## config.mk

```make
export PLATFORM = sky130hd
export DESIGN_NAME = param_updown_counter
export DESIGN_NICKNAME = d
export VERILOG_FILES = /design/src/rtl/param_updown_counter.sv
export SDC_FILE = /design/constraint.sdc
export NUM_CORES = 1
export LEC_CHECK = 0
export ABC_AREA = 1
export CORE_MARGIN = 5
export CORE_UTILIZATION = 50
export CTS_CLUSTER_SIZE = 28
export DETAILED_ROUTE_END_ITERATION = 7
export PLACE_DENSITY = 0.8
export SLEW_MARGIN = 30
export SYNTH_ARGS = -nofsm -noshare
export SYNTH_HDL_FRONTEND = slang
export SYNTH_SLANG_ARGS = --single-unit
export TNS_END_PERCENT = 100
```

## constraint.sdc

```tcl
create_clock -name clk -period 2 [get_ports clk]
set_input_delay 0.2 -clock clk [delete_from_list [all_inputs] [get_ports clk]]
set_output_delay 0.2 -clock clk [all_outputs]
set_load 0.005 [all_outputs]
```

## src/rtl/param_updown_counter.sv

```systemverilog
// ---------------------------------------------------------------------------
// param_updown_counter
//   Parametrised up/down counter with prescaler, programmable upper limit,
//   wrap / saturate / one-shot modes, terminal-count pulse and compare match.
//
// Ports:
//   clk       clock, rising edge
//   rst       asynchronous active-high reset
//   en        count enable (0 freezes prescaler and count)
//   load      synchronous load strobe (beats en / done / step)
//   load_val  value to load, clamped to limit
//   dir       1 = up, 0 = down
//   mode      00 wrap, 01 saturate, 10 one-shot, 11 wrap
//   limit     upper bound of the count range 0..limit
//   presc     one step every presc+1 enabled cycles
//   cmp_val   compare value for match
//   count     current count (registered)
//   tc        terminal-count pulse, one cycle (registered)
//   match     count == cmp_val (combinational)
//   done      one-shot finished flag, sticky (registered)
// ---------------------------------------------------------------------------
module param_updown_counter #(
  parameter int unsigned WIDTH   = 8,
  parameter int unsigned PRESC_W = 4
) (
  input  logic               clk,
  input  logic               rst,
  input  logic               en,
  input  logic               load,
  input  logic [WIDTH-1:0]   load_val,
  input  logic               dir,
  input  logic [1:0]         mode,
  input  logic [WIDTH-1:0]   limit,
  input  logic [PRESC_W-1:0] presc,
  input  logic [WIDTH-1:0]   cmp_val,
  output logic [WIDTH-1:0]   count,
  output logic               tc,
  output logic               match,
  output logic               done
);

  localparam logic [1:0] MODE_WRAP    = 2'b00;
  localparam logic [1:0] MODE_SAT     = 2'b01;
  localparam logic [1:0] MODE_ONESHOT = 2'b10;

  logic [PRESC_W-1:0] psc;
  logic [PRESC_W-1:0] psc_nxt;
  logic [WIDTH-1:0]   count_nxt;
  logic               tc_nxt;
  logic               done_nxt;
  logic               at_bound;
  logic               step;

  // Up boundary uses >= so a limit lowered below the count still terminates.
  assign at_bound = dir ? (count >= limit) : (count == '0);
  assign step     = en && !done && (psc == presc);

  // Next-state computation: load beats step; tc defaults low every edge.
  always_comb begin
    count_nxt = count;
    psc_nxt   = psc;
    tc_nxt    = 1'b0;
    done_nxt  = done;
    if (load) begin
      count_nxt = (load_val > limit) ? limit : load_val;
      psc_nxt   = '0;
      done_nxt  = 1'b0;
    end else if (en && !done) begin
      if (!step) begin
        psc_nxt = psc + PRESC_W'(1);
      end else begin
        psc_nxt = '0;
        if (!at_bound) begin
          count_nxt = dir ? (count + WIDTH'(1)) : (count - WIDTH'(1));
        end else begin
          tc_nxt = 1'b1;
          case (mode)
            MODE_SAT:     count_nxt = dir ? limit : '0;
            MODE_ONESHOT: done_nxt  = 1'b1;
            default:      count_nxt = dir ? '0 : limit;
          endcase
        end
      end
    end
  end

  // State registers.
  always_ff @(posedge clk or posedge rst) begin
    if (rst) begin
      count <= '0;
      psc   <= '0;
      tc    <= 1'b0;
      done  <= 1'b0;
    end else begin
      count <= count_nxt;
      psc   <= psc_nxt;
      tc    <= tc_nxt;
      done  <= done_nxt;
    end
  end

  assign match = (count == cmp_val);

endmodule

```

Word level (Yosys, flattened, before mapping)
Cells that the tools add are included.
{"block": "op_classes", "addsub": 3, "n_lt_le_gt_ge": 2, "eq_ne": 5, "mux": 22, "reduce_logical": 10}
{"op": "2-to-1 mux 8 bit", "count": 8}
{"op": "one-hot mux 8 bit (2 select lines)", "count": 1}
{"op": "2-to-1 mux 4 bit", "count": 3}
{"op": "2-to-1 mux 1 bit", "count": 10}
{"op": "adder 8 x 1 -> 8 bit, second input constant", "count": 1}
{"op": "equality test 8 bit", "count": 1}
{"op": "greater-or-equal comparator 8 bit", "count": 1}
{"op": "> comparator 8 bit", "count": 1}
{"op": "logical NOT 8 bit", "count": 1}
{"op": "nonzero test 2 bit", "count": 4}
{"op": "subtractor 8 x 1 -> 8 bit, second input constant", "count": 1}
{"op": "adder 4 x 1 -> 4 bit, second input constant", "count": 1}
{"op": "equality test 4 bit", "count": 1}
{"op": "AND reduction 4 bit", "count": 1}
{"op": "!= test 3 bit, second input constant", "count": 1}
{"op": "AND reduction 3 bit", "count": 1}
{"op": "equality test 2 x 1 -> 1 bit, second input constant", "count": 1}
{"op": "equality test 2 bit, second input constant", "count": 1}
{"op": "logical AND 1 bit", "count": 2}
{"op": "logical NOT 1 bit", "count": 1}
{"block": "word_totals", "reg_bits": 14, "out_inout_bits": 11, "elab_cells": 46}

Logic depth before layout (Yosys ltp)
Gate-level depths: netlist of run 1.
{"block": "logic_depth", "word_depth": 6, "mapped_depth": 16, "ltp_nobuf": 16}

Least setup slack after synthesis of run 1
Ideal clock, no wire load.
{"block": "synth_path", "kind": "register to register", "start": "register count[0]", "end": "register count[0]", "t_arrival_ns": 1.595, "slack_ns": 0.288, "stages_incl_launch_ff": 14, "n_path_buf": 0, "path_cell_list": "dfrtp_1 > inv_1 > ha_1 > nand2_1 > nand3_1 > nand2_1 > nand2_1 > nand2_2 > nand2_4 > nand4_4 > nand2_4 > clkinv_4 > nand2_1 > nand2_1"}
{"block": "synth_via", "elab_chain_cells": 6, "word_cells_on_any_way": 12}
{"element": "start: declaration", "line": "36", "text": "output logic [WIDTH-1:0] count,"}
{"element": "start signal: assignment", "line": "95", "text": "count <= count_nxt;"}
{"element": "subtractor 8 x 1 -> 8 bit, or another cell as far along", "line": "74", "text": "count_nxt = dir ? (count + WIDTH'(1)) : (count - WIDTH'(1));"}
{"element": "2-to-1 mux 8 bit or 2-to-1 mux 1 bit (tied branches)", "line": "74, 55"}
{"element": "2-to-1 mux 8 bit", "line": "73", "text": "if (!at_bound) begin"}
{"element": "2-to-1 mux 8 bit", "line": "69", "text": "if (!step) begin"}
{"element": "2-to-1 mux 8 bit", "line": "68", "text": "end else if (en && !done) begin"}
{"element": "2-to-1 mux 8 bit", "line": "64", "text": "if (load) begin"}
Several ways; a longest one is shown, not always the timed one. The select of a mux whose other input is x is not followed.
A chain may end at the register's enable or synchronous reset.

Worst setup path in the final report of run 1
{"block": "layout_path", "start": "register count[1]", "end": "output port match"}
{"block": "layout_via", "elab_chain_cells": 1}
{"element": "equality test 8 bit", "line": "102", "text": "assign match = (count == cmp_val);"}
{"element": "end: declaration", "line": "38", "text": "output logic match,"}
Every way passes these cells.

==> impl_metrics.csv, run 1 <==
group,metric,value,unit
status,status,"completed",
yosys,syn_area_per_cell,6.73,sq um
global_routing,antenna_found_initial,0,
yosys,synth_commonest_cells,"nand2_1, inv_1, nand3_1, ha_1, nor2_1",
yosys,async_flop_share,100,%
place,port-buffer-count,45,
route,drt-vias-per-instance,5.08,
critical_path,cp_slowest_cell,"clkdlybuf4s50_1",
cts,htreeDepth,1,
place,dp_cells,408,
pwr,ir_worst_vdd,0.000487,V
final_layout,instances_no_fill,415,
sta,setup_violations,0,
yosys,yosys-top-cells-area,"dfrtp_1, nand2_1, ha_1",
global_routing,grt_usage,20.3,%
critical_path,worstPathArrival,1.68,ns
sta,worst_pin_slew,0.539,ns
route,final_antenna_net_count,0,
sta,slew_viol_final,0,
sta,whs,0.300,ns
pwr,powerDensity,668,mW/mm^2
final_layout,syn2layout_area_growth,43.0,%
route,dr.pass1.iters,4,
critical_path,worstSetupStartpointType,"flop",
floorplan,io_pins,46,
yosys,synth_cells,286,
route,drtIter0Drc,114,
sta,hold_viol_final,0,
place,dpl_worst_slack,-0.120,ns
critical_path,crit_type,"flop to primary output",
yosys,synth_top_area_cell,"dfrtp_1",
yosys,synth_ff_type,"dfrtp_1",
cts,clock_latency,0.24,ns
cts,cts_tree,"yes",
final_layout,n_antenna_cell,0,
route,drc,0,
sta,period_needed,1.88,ns
yosys,yosysWarnings,0,
sta,fin_skew,0.00149,ns
sta,fin_ws,0.121,ns
global_routing,grt_overflow,0,
floorplan,start_util,52.2,%
global_routing,grtUsageMet1,26.5,%
yosys,synth_cell_type_count,31,
yosys,synth_nets,345,
min_path,min_path_type,"input pin to asynchronous set/reset pin",
cts,clk_pin_slew_worst_paths,0.06,ns
global_routing,use_met2,35.4,%
critical_path,crit_chain,"buf_6, xnor2_1, nand4_1, nor2_1, clkdlybuf4s50_1",
place,hpwl,4270,microns
sta,relSlewSlack,64.0,%
final_layout,drive_above_1_share,16.9,%
cts,clk_path_buf_depth,2,
critical_path,critPathRequiredTime,1.80,ns
route,wl_per_cell,12.4,microns
sta,period_share,93.9,%
yosys,synth_area,0.00192,sq mm
pwr,p_leak,1.43,nW
job,maxCapViolations,0,
yosys,yosys.area.top_type_share,18.2,%
cts,cts_num_sinks,14,
global_routing,gr-max-usage-layer,"met2",
floorplan,core_area,0.00369,sq mm
cts,root_buffer,"clkbuf_8",
floorplan,die_area,0.00519,sq mm
route,wl,5150,microns
floorplan,row_count,22,
global_routing,use_met3,3.60,%
yosys,seq_area_frac_synth,18.2,%
place,gp_congestion,0.895,
cts,cts_made_buffers,3,
global_routing,grt_max_degree,18,
critical_path,crit_fanout,4,
final_layout,n_fill_cell,300,
route,vias,2109,
yosys,ys_ff_latch,14,
global_routing,grt_pass1_wl,8490,microns
sta,rsz0062_at_grt,"false",
critical_path,end_kind,"primary output",
floorplan,die_h,72.0,microns
critical_path,critPathMaxStageDelay,0.50,ns
sta,clock.fmax,532,MHz
global_routing,grt_pass1_vias,1953,
final_layout,final_nets,427,
yosys,synth-edff-count,0,
floorplan,die_w,72.0,microns
yosys,synth_most_common_cell,"nand2_1",
logic make-up after synthesis:
kind of cell | synth area share, %
adders and majority gates | 16.0
DFF | 18.2
xor gates and xnor gates | 9.04
AOI/OAI and AO/OA | 3.64
and+or+nand+nor | 43.5
buffers and inverters | 9.62
registers in the layout, indices dropped and copies added (netlist names):
signal and cells:
count 8, done 1, psc 4, tc 1
per-layer routing:
metal / wire length [microns] / up-vias
met5: 0 / -
met4: 15 / 0
met3: 280 / 2
met2: 2560 / 58
met1: 2300 / 956
li1: - / 1093
power breakdown:
group	switching, W	internal (W)
registers	0.0000811	0.000331
logic	0.000581	0.000576
clock network	0.0000972	0.000174
layout make-up:
cell class / count / area [sq um] / share of cell area, %
flip-flops and latches: 14 / 353 / 12.8
clock buffers: 4 / 55.1 / 2.00
repair buffers: 79 / 722 / 26.2
well taps: 48 / 60.1 / 2.18
multi-input cells: 229 / 1400 / 50.9
inverters: 41 / 163 / 5.91
critical path: cells and delay by family, from the launching register on:
| kind | cells | cell delay, ns |
|---|---|---|
| buf+inv | 2 | 0.66 |
| flops | 1 | 0.43 |
| simple gates | 2 | 0.20 |
| xor+xnor | 1 | 0.15 |
final timing paths:
path | cells past startpoint | slack [ns] | end | from
worst min-delay path | 2 | 0.30 | tc | rst
min in group clk | 2 | 0.57 | done | done
max in group asynchronous | 2 | 1.31 | count[0] | rst
worst max-delay path | 5 | 0.12 | match | count[1]
worst min register to register | 2 | 0.57 | done | done
worst max register to register | 11 | 0.16 | count[4] | count[5]
cell usage in the layout, fill, tap and decap left out, types with 3 or more instances in the layout:
cell,n
nand3_1,37
a21oi_1,6
nor2_1,20
nand4_1,13
clkbuf_8,4
buf_4,32
nand2_4,3
xor2_1,5
xnor2_1,12
nand2_2,6
nor2_4,3
dfrtp_1,12
o21ai_0,3
nand2_1,85
clkdlybuf4s50_1,45
ha_1,23
inv_1,37
metrics by stage:
step,utilization [%],area [sq um],setup TNS (ns),total power [W]
after floorplan,-,1920,0,0.00106
after global placement,72.0,2660,-0.734,0.00150
after detailed placement,72.0,2660,-0.817,0.00153
after CTS,73.6,2710,0,0.00181
after global routing,74.6,2750,0,0.00201
final,74.6,2750,0,0.00184
what timing repair did:
| item | CTS | global route |
|---|---|---|
| setup buffers | 0 | 3 |
| setup endpoints to repair | 8 | 9 |
| resized for setup | 1 | 4 |
| hold buffers | 0 | 0 |
(Power assumes the default switching activity.)
==> run 2: changes to the inputs <==
- PLACE_DENSITY: 0.8 -> 0.84
- TNS_END_PERCENT: 100 -> 30
==> run 2 against run 1 <==
Sequential cell count is the same. Cell count shrank 1.7%. First-iteration DRC count grew 16%. Register-to-register slack lost 0.03 ns. Largest cell class unchanged.
==> impl_metrics.csv, run 2 (synthesis results as in run 1) <==
group,metric,value,unit
status,status,"completed",
critical_path,worstSetupStartpointType,"flop",
sta,relSlewSlack,64.8,%
critical_path,end_kind,"primary output",
pwr,p_seq_share,24.0,%
critical_path,r2r_slack,0.13,ns
cts,clk_pin_slew_worst_paths,0.06,ns
cts,cts_tree,"yes",
sta,fin_ws,0.120,ns
final_layout,final_nets,421,
final_layout,design_area,0.00270,sq mm
place,hpwl,4320,microns
final_layout,top_register,"count",
global_routing,grt_pass1_vias,2074,
final_layout,mostFrequentLayoutCells,"nand2_1, clkdlybuf4s50_1, inv_1, nand3_1, buf_4",
floorplan,row_count,22,
route,drt-vias-per-instance,5.33,
route,drc,0,
floorplan,die_h,72.0,microns
pwr,clkPwrFrac,12.8,%
sta,fin_skew,0.00397,ns
pwr,finalPower,0.00178,W
sta,slew_viol_final,0,
route,vias,2175,
critical_path,critPathMaxStageDelay,0.50,ns
global_routing,grt_max_degree,18,
cts,cts_made_buffers,3,
floorplan,die_w,72.0,microns
final_layout,syn2layout_area_growth,40.4,%
cts,cts_num_sinks,14,
floorplan,io_pins,46,
final_layout,n_antenna_cell,0,
place,dpl_worst_slack,-0.137,ns
final_layout,n_fill_cell,304,
final_layout,drive_above_1_share,15.3,%
floorplan,start_util,52.2,%
final_layout,final_common_cell,"nand2_1",
cts,clock_latency,0.24,ns
global_routing,antenna_found_initial,0,
sta,worst_pin_slew,0.528,ns
critical_path,crit_fanout,6,
critical_path,crit_type,"flop to primary output",
sta,final.setup.tns,0,ns
critical_path,reg2reg_depth,12,
final_layout,reg_top3,"count (8), psc (4)",
sta,period_needed,1.88,ns
critical_path,critPathRequiredTime,1.80,ns
sta,setup_violations,0,
pwr,ir_worst_vdd,0.000485,V
critical_path,r2r_end,"count[6]",
cts,root_buffer,"clkbuf_8",
route,wl_per_cell,13.2,microns
pwr,p_leak,1.40,nW
route,drtIter0Drc,132,
floorplan,die_area,0.00519,sq mm
sta,hold_viol_final,0,
pwr,powerDensity,658,mW/mm^2
min_path,min_path_type,"input pin to asynchronous set/reset pin",
cts,clk_path_buf_depth,2,
sta,period_share,94.0,%
pwr,p_sw,0.000761,W
pwr,sw_frac_of_total,42.8,%
global_routing,grt_overflow,0,
route,final_antenna_net_count,0,
pwr,power_frac_comb,63.2,%
critical_path,crit_chain,"buf_4, xnor2_1, nand4_1, nor2_1, clkdlybuf4s50_1",
floorplan,core_area,0.00369,sq mm
route,dr.pass1.iters,4,
sta,rsz0062_at_grt,"false",
global_routing,grt_pass1_wl,8860,microns
job,maxCapViolations,0,
cts,htreeDepth,1,
pwr,intPower,0.00102,W
global_routing,grt_usage,21.0,%
place,place_area,0.00262,sq mm
sta,clock.fmax,532,MHz
place,gp_congestion,0.877,
place,port-buffer-count,45,
critical_path,regToRegStartpoint,"count[0]",
critical_path,worstPathArrival,1.68,ns
critical_path,cp_slowest_cell,"clkdlybuf4s50_1",
route,wl,5370,microns
final_layout,largest_reg_flops,8,
==> run 2: cell count changes in the layout (fill, tap and decap cells not counted), sizes merged <==
cell	before	now
buf	34	28
clkbuf	4	3
clkdlybuf4s50	45	44
dlymetal6s2s	0	1
==> run 2: final cells by class <==
class | count | area (sq um) | area share (%)
Clock buffer | 3 | 41.3 | 1.53
Inverter | 41 | 163 | 6.02
Multi-Input combinational cell | 229 | 1410 | 52.2
Sequential cell | 14 | 353 | 13.1
Tap cell | 48 | 60.1 | 2.22
Timing Repair Buffer | 73 | 676 | 25.0
==> run 2: power by group through the flow <==
stage	clock [W]	sequential, W	combinational (W)
floorplan	0	0.000408	0.000657
global placement	0	0.000425	0.00105
detailed placement	0	0.000429	0.00108
CTS	0.000226	0.000425	0.00109
global route	0.000239	0.000435	0.00125
finish	0.000228	0.000427	0.00112
==> run 2: per-layer routing <==
metal	GRT usage (%)	part of all wire (%)	wire (microns)
met2	37.2	49	2610
met5	0	0	0
met3	1.94	7.8	418
met1	26.3	41	2210
met4	8.14	2.4	127
==> run 2: how the worst max path moves through the flow <==
stage                   from  cells after the start        to
floorplan           count[0]                     13  count[0]
global placement         dir                     14  count[7]
detailed placement       dir                     14  count[7]
CTS                 count[0]                     13  count[0]
global route        limit[7]                     12  count[6]
finish              count[1]                      5     match
==> run 2: worst max-delay path, delay by kind of cell, from the launching register on <==
kind,cells,cell delay (ns)
buf+inv,2,0.67
xor+xnor,1,0.17
flops,1,0.39
simple gates,2,0.20
==> run 2: metrics by stage <==
stage | cells | utilization (%) | hold WS (ns)
2_1_floorplan | 286 | - | 0.0892
6_report | 408 | 73.3 | 0.297
3_5_place_dp | 403 | 71.0 | 0.568
5_1_grt | 408 | 73.3 | 0.365
4_1_cts | 406 | 72.2 | 0.321
3_3_place_gp | 403 | 71.0 | 0.555
==> run 2: timing repair <==
action | 4_1_cts | 5_1_grt
hold buffers | 0 | 0
resized for setup | 0 | 6
endpoints found under the setup margin | 0 | 9
buffers inserted | 0 | 2
==> RTL edit: new RTL, config.mk and constraints of run 1 <==
Set the parameter `PRESC_W` to 3 (it was 4).
--- a/src/rtl/param_updown_counter.sv
+++ b/src/rtl/param_updown_counter.sv
@@ -21,7 +21,7 @@
 // ---------------------------------------------------------------------------
 module param_updown_counter #(
   parameter int unsigned WIDTH   = 8,
-  parameter int unsigned PRESC_W = 4
+  parameter int unsigned PRESC_W = 3
 ) (
   input  logic               clk,
   input  logic               rst,
Interface: changed (resized presc); port bits go from 46 to 45. The function was not compared with the original's and may differ.
==> RTL edit against run 1 <==
Register-to-register slack worse by 0.05 ns; sequential cell count down 1; sequential power fell by 3%; wire length down 2.6%; area after synthesis decreased by 6.6%; design area shrank 7.0%; total power shrank 8.2%; setup slack got worse by 0.036 ns; critical path depth is the same; largest power group unchanged.
==> RTL edit: results (changes against run 1) <==
| Metric | Value |
|---|---|
| Synth unique cells | `26 (-16%)` |
| Clock Latency Late Sink | `0.28 ns (+0.04 ns)` |
| LEAKAGE | `1.37 nW (-4.3%)` |
| Relative slew slack | `0.680 (+0.0402)` |
| Reg-to-Reg Start | `count[3]$_DFFE_PP0P_` |
| Post-DR vias/cell | `5.09 (about the same)` |
| Status | `completed` |
| Largest net degree at the start of global routing | `14 (-4)` |
| Post-synthesis sequential area ratio | `0.181 (-0.00112)` |
| Diodes inserted | `0 (unchanged)` |
| First-pass GRT wire length | `8000 um (-5.7%)` |
| WL per Instance | `12.6 um (+1.3%)` |
| Max rail drop VDD | `0.540 mV (+11%)` |
| GRT Total Usage | `0.199 (-0.00468)` |
| Root buffer cell | `clkbuf_4` |
| Clock skew | `0.00212 ns (+0.000635 ns)` |
| Top_reg_cell synth | `dfrtp_1` |
| CTS Buf Count | `3 (unchanged)` |
| Layout cells sized above 1 | `0.136 (-0.0330)` |
| Initial antenna violation count | `0 (unchanged)` |
| Synth area leaders | `nand2_1 19%, dfrtp_1 18%, ha_1 16%` |
| Clk slew on worst S/H paths | `0.08 ns (+0.02 ns)` |
| Clk buf depth | `2 (unchanged)` |
| Post-synth top cells | `93 x nand2_1, 39 x inv_1, 39 x nand3_1, 23 x ha_1, 18 x nor2_1` |
| Port Buffer Count | `44 (-2.2%)` |
| Mapped Nets | `338 (-2.0%)` |
| Warning count from the yosys run | `0 (unchanged)` |
| Gp weighted congestion | `0.857 (-4.3%)` |
| Top flop regs | `count: 8 flops, psc: 3 flops` |
| Placed cell area | `2480 um2 (-6.7%)` |
| NumNets Final | `412 (-3.5%)` |
| DR pass1 iterations | `4 (unchanged)` |
| CTS H-tree lvls | `1 (unchanged)` |
| WP data arrival | `1.71 ns (+0.03 ns)` |
| DPL Wire Length | `4070 um (-4.6%)` |
| Hold/Removal Path Class | `in -> async` |
| 1st-iter DRT viols | `137 (+20%)` |
| Vias in the first global route | `1800 (-7.8%)` |
RTL edit: changes by cell type in the layout (fill, tap and decap cells not counted), sizes merged, moves of 2 or more:
cell	change
nor2	-2
nand3	+2
nand4	-5
xor2	-3
xnor2	+2
nand2	+5
buf	-8
or2	-2
RTL edit: repair_timing:
action | 4_1_cts | 5_1_grt
setup endpoints to repair | 0 | 2
setup buffers | 0 | 2
hold buffers | 0 | 0
resized for setup | 0 | 7
RTL edit: critical path, stage by stage (launching register included):
cell and delay (ns):
dfrtp_2 0.44, buf_4 0.17, xnor2_2 0.14, nand4_1 0.10, nor2_1 0.09, clkdlybuf4s50_1 0.50
RTL edit: layout make-up:
type                       instances  area (um2)
sequential                        13         329
clock buffer                       4        26.3
timing repair buffer              70         648
tap                               46        57.6
inverter                          41         159
multi-input combinational        225        1340
fill                             289         856
RTL edit: cells by family after synthesis:
| family | Yosys count | synth area share |
|---|---|---|
| AOI/OAI and AO/OA | 10 | 0.0299 |
| xor gates and xnor gates | 18 | 0.0877 |
| adders and majority gates | 24 | 0.171 |
| buffers and inverters | 43 | 0.0932 |
| DFF | 13 | 0.181 |
| and+or+nand+nor | 172 | 0.437 |
RTL edit: final timing paths:
path / to / slack (ns) / cells past startpoint
worst max register to register: count[2]$_DFFE_PP0P_ / 0.11 / 12
max in group asynchronous: count[2]$_DFFE_PP0P_ / 1.42 / 2
worst max-delay path: match / 0.09 / 5
min in group clk: count[1]$_DFFE_PP0P_ / 0.55 / 2
worst min register to register: count[1]$_DFFE_PP0P_ / 0.55 / 2
worst min-delay path: tc$_DFF_PP0_ / 0.23 / 2
RTL edit: report_power, final:
group	internal [W]	switching (W)	leakage (nW)
clock	0.0000775	0.0000888	0.0150
combinational	0.000551	0.000571	1.19
sequential	0.000315	0.0000857	0.163
RTL edit: stage by stage:
stage	cells	setup slack [ns]	util
after floorplan	280	0.313	-
after global placement	392	-0.0898	0.726
after detailed placement	392	-0.150	0.726
after CTS	396	0.0273	0.734
after global routing	399	-0.00703	0.749
final	399	0.0853	0.749
RTL edit: per-layer routing:
metal / wire [um] / GRT usage
met2: 2510 / 0.347
met3: 317 / 0.0316
met1: 2160 / 0.255
met5: 0 / 0
met4: 29 / 0.0447
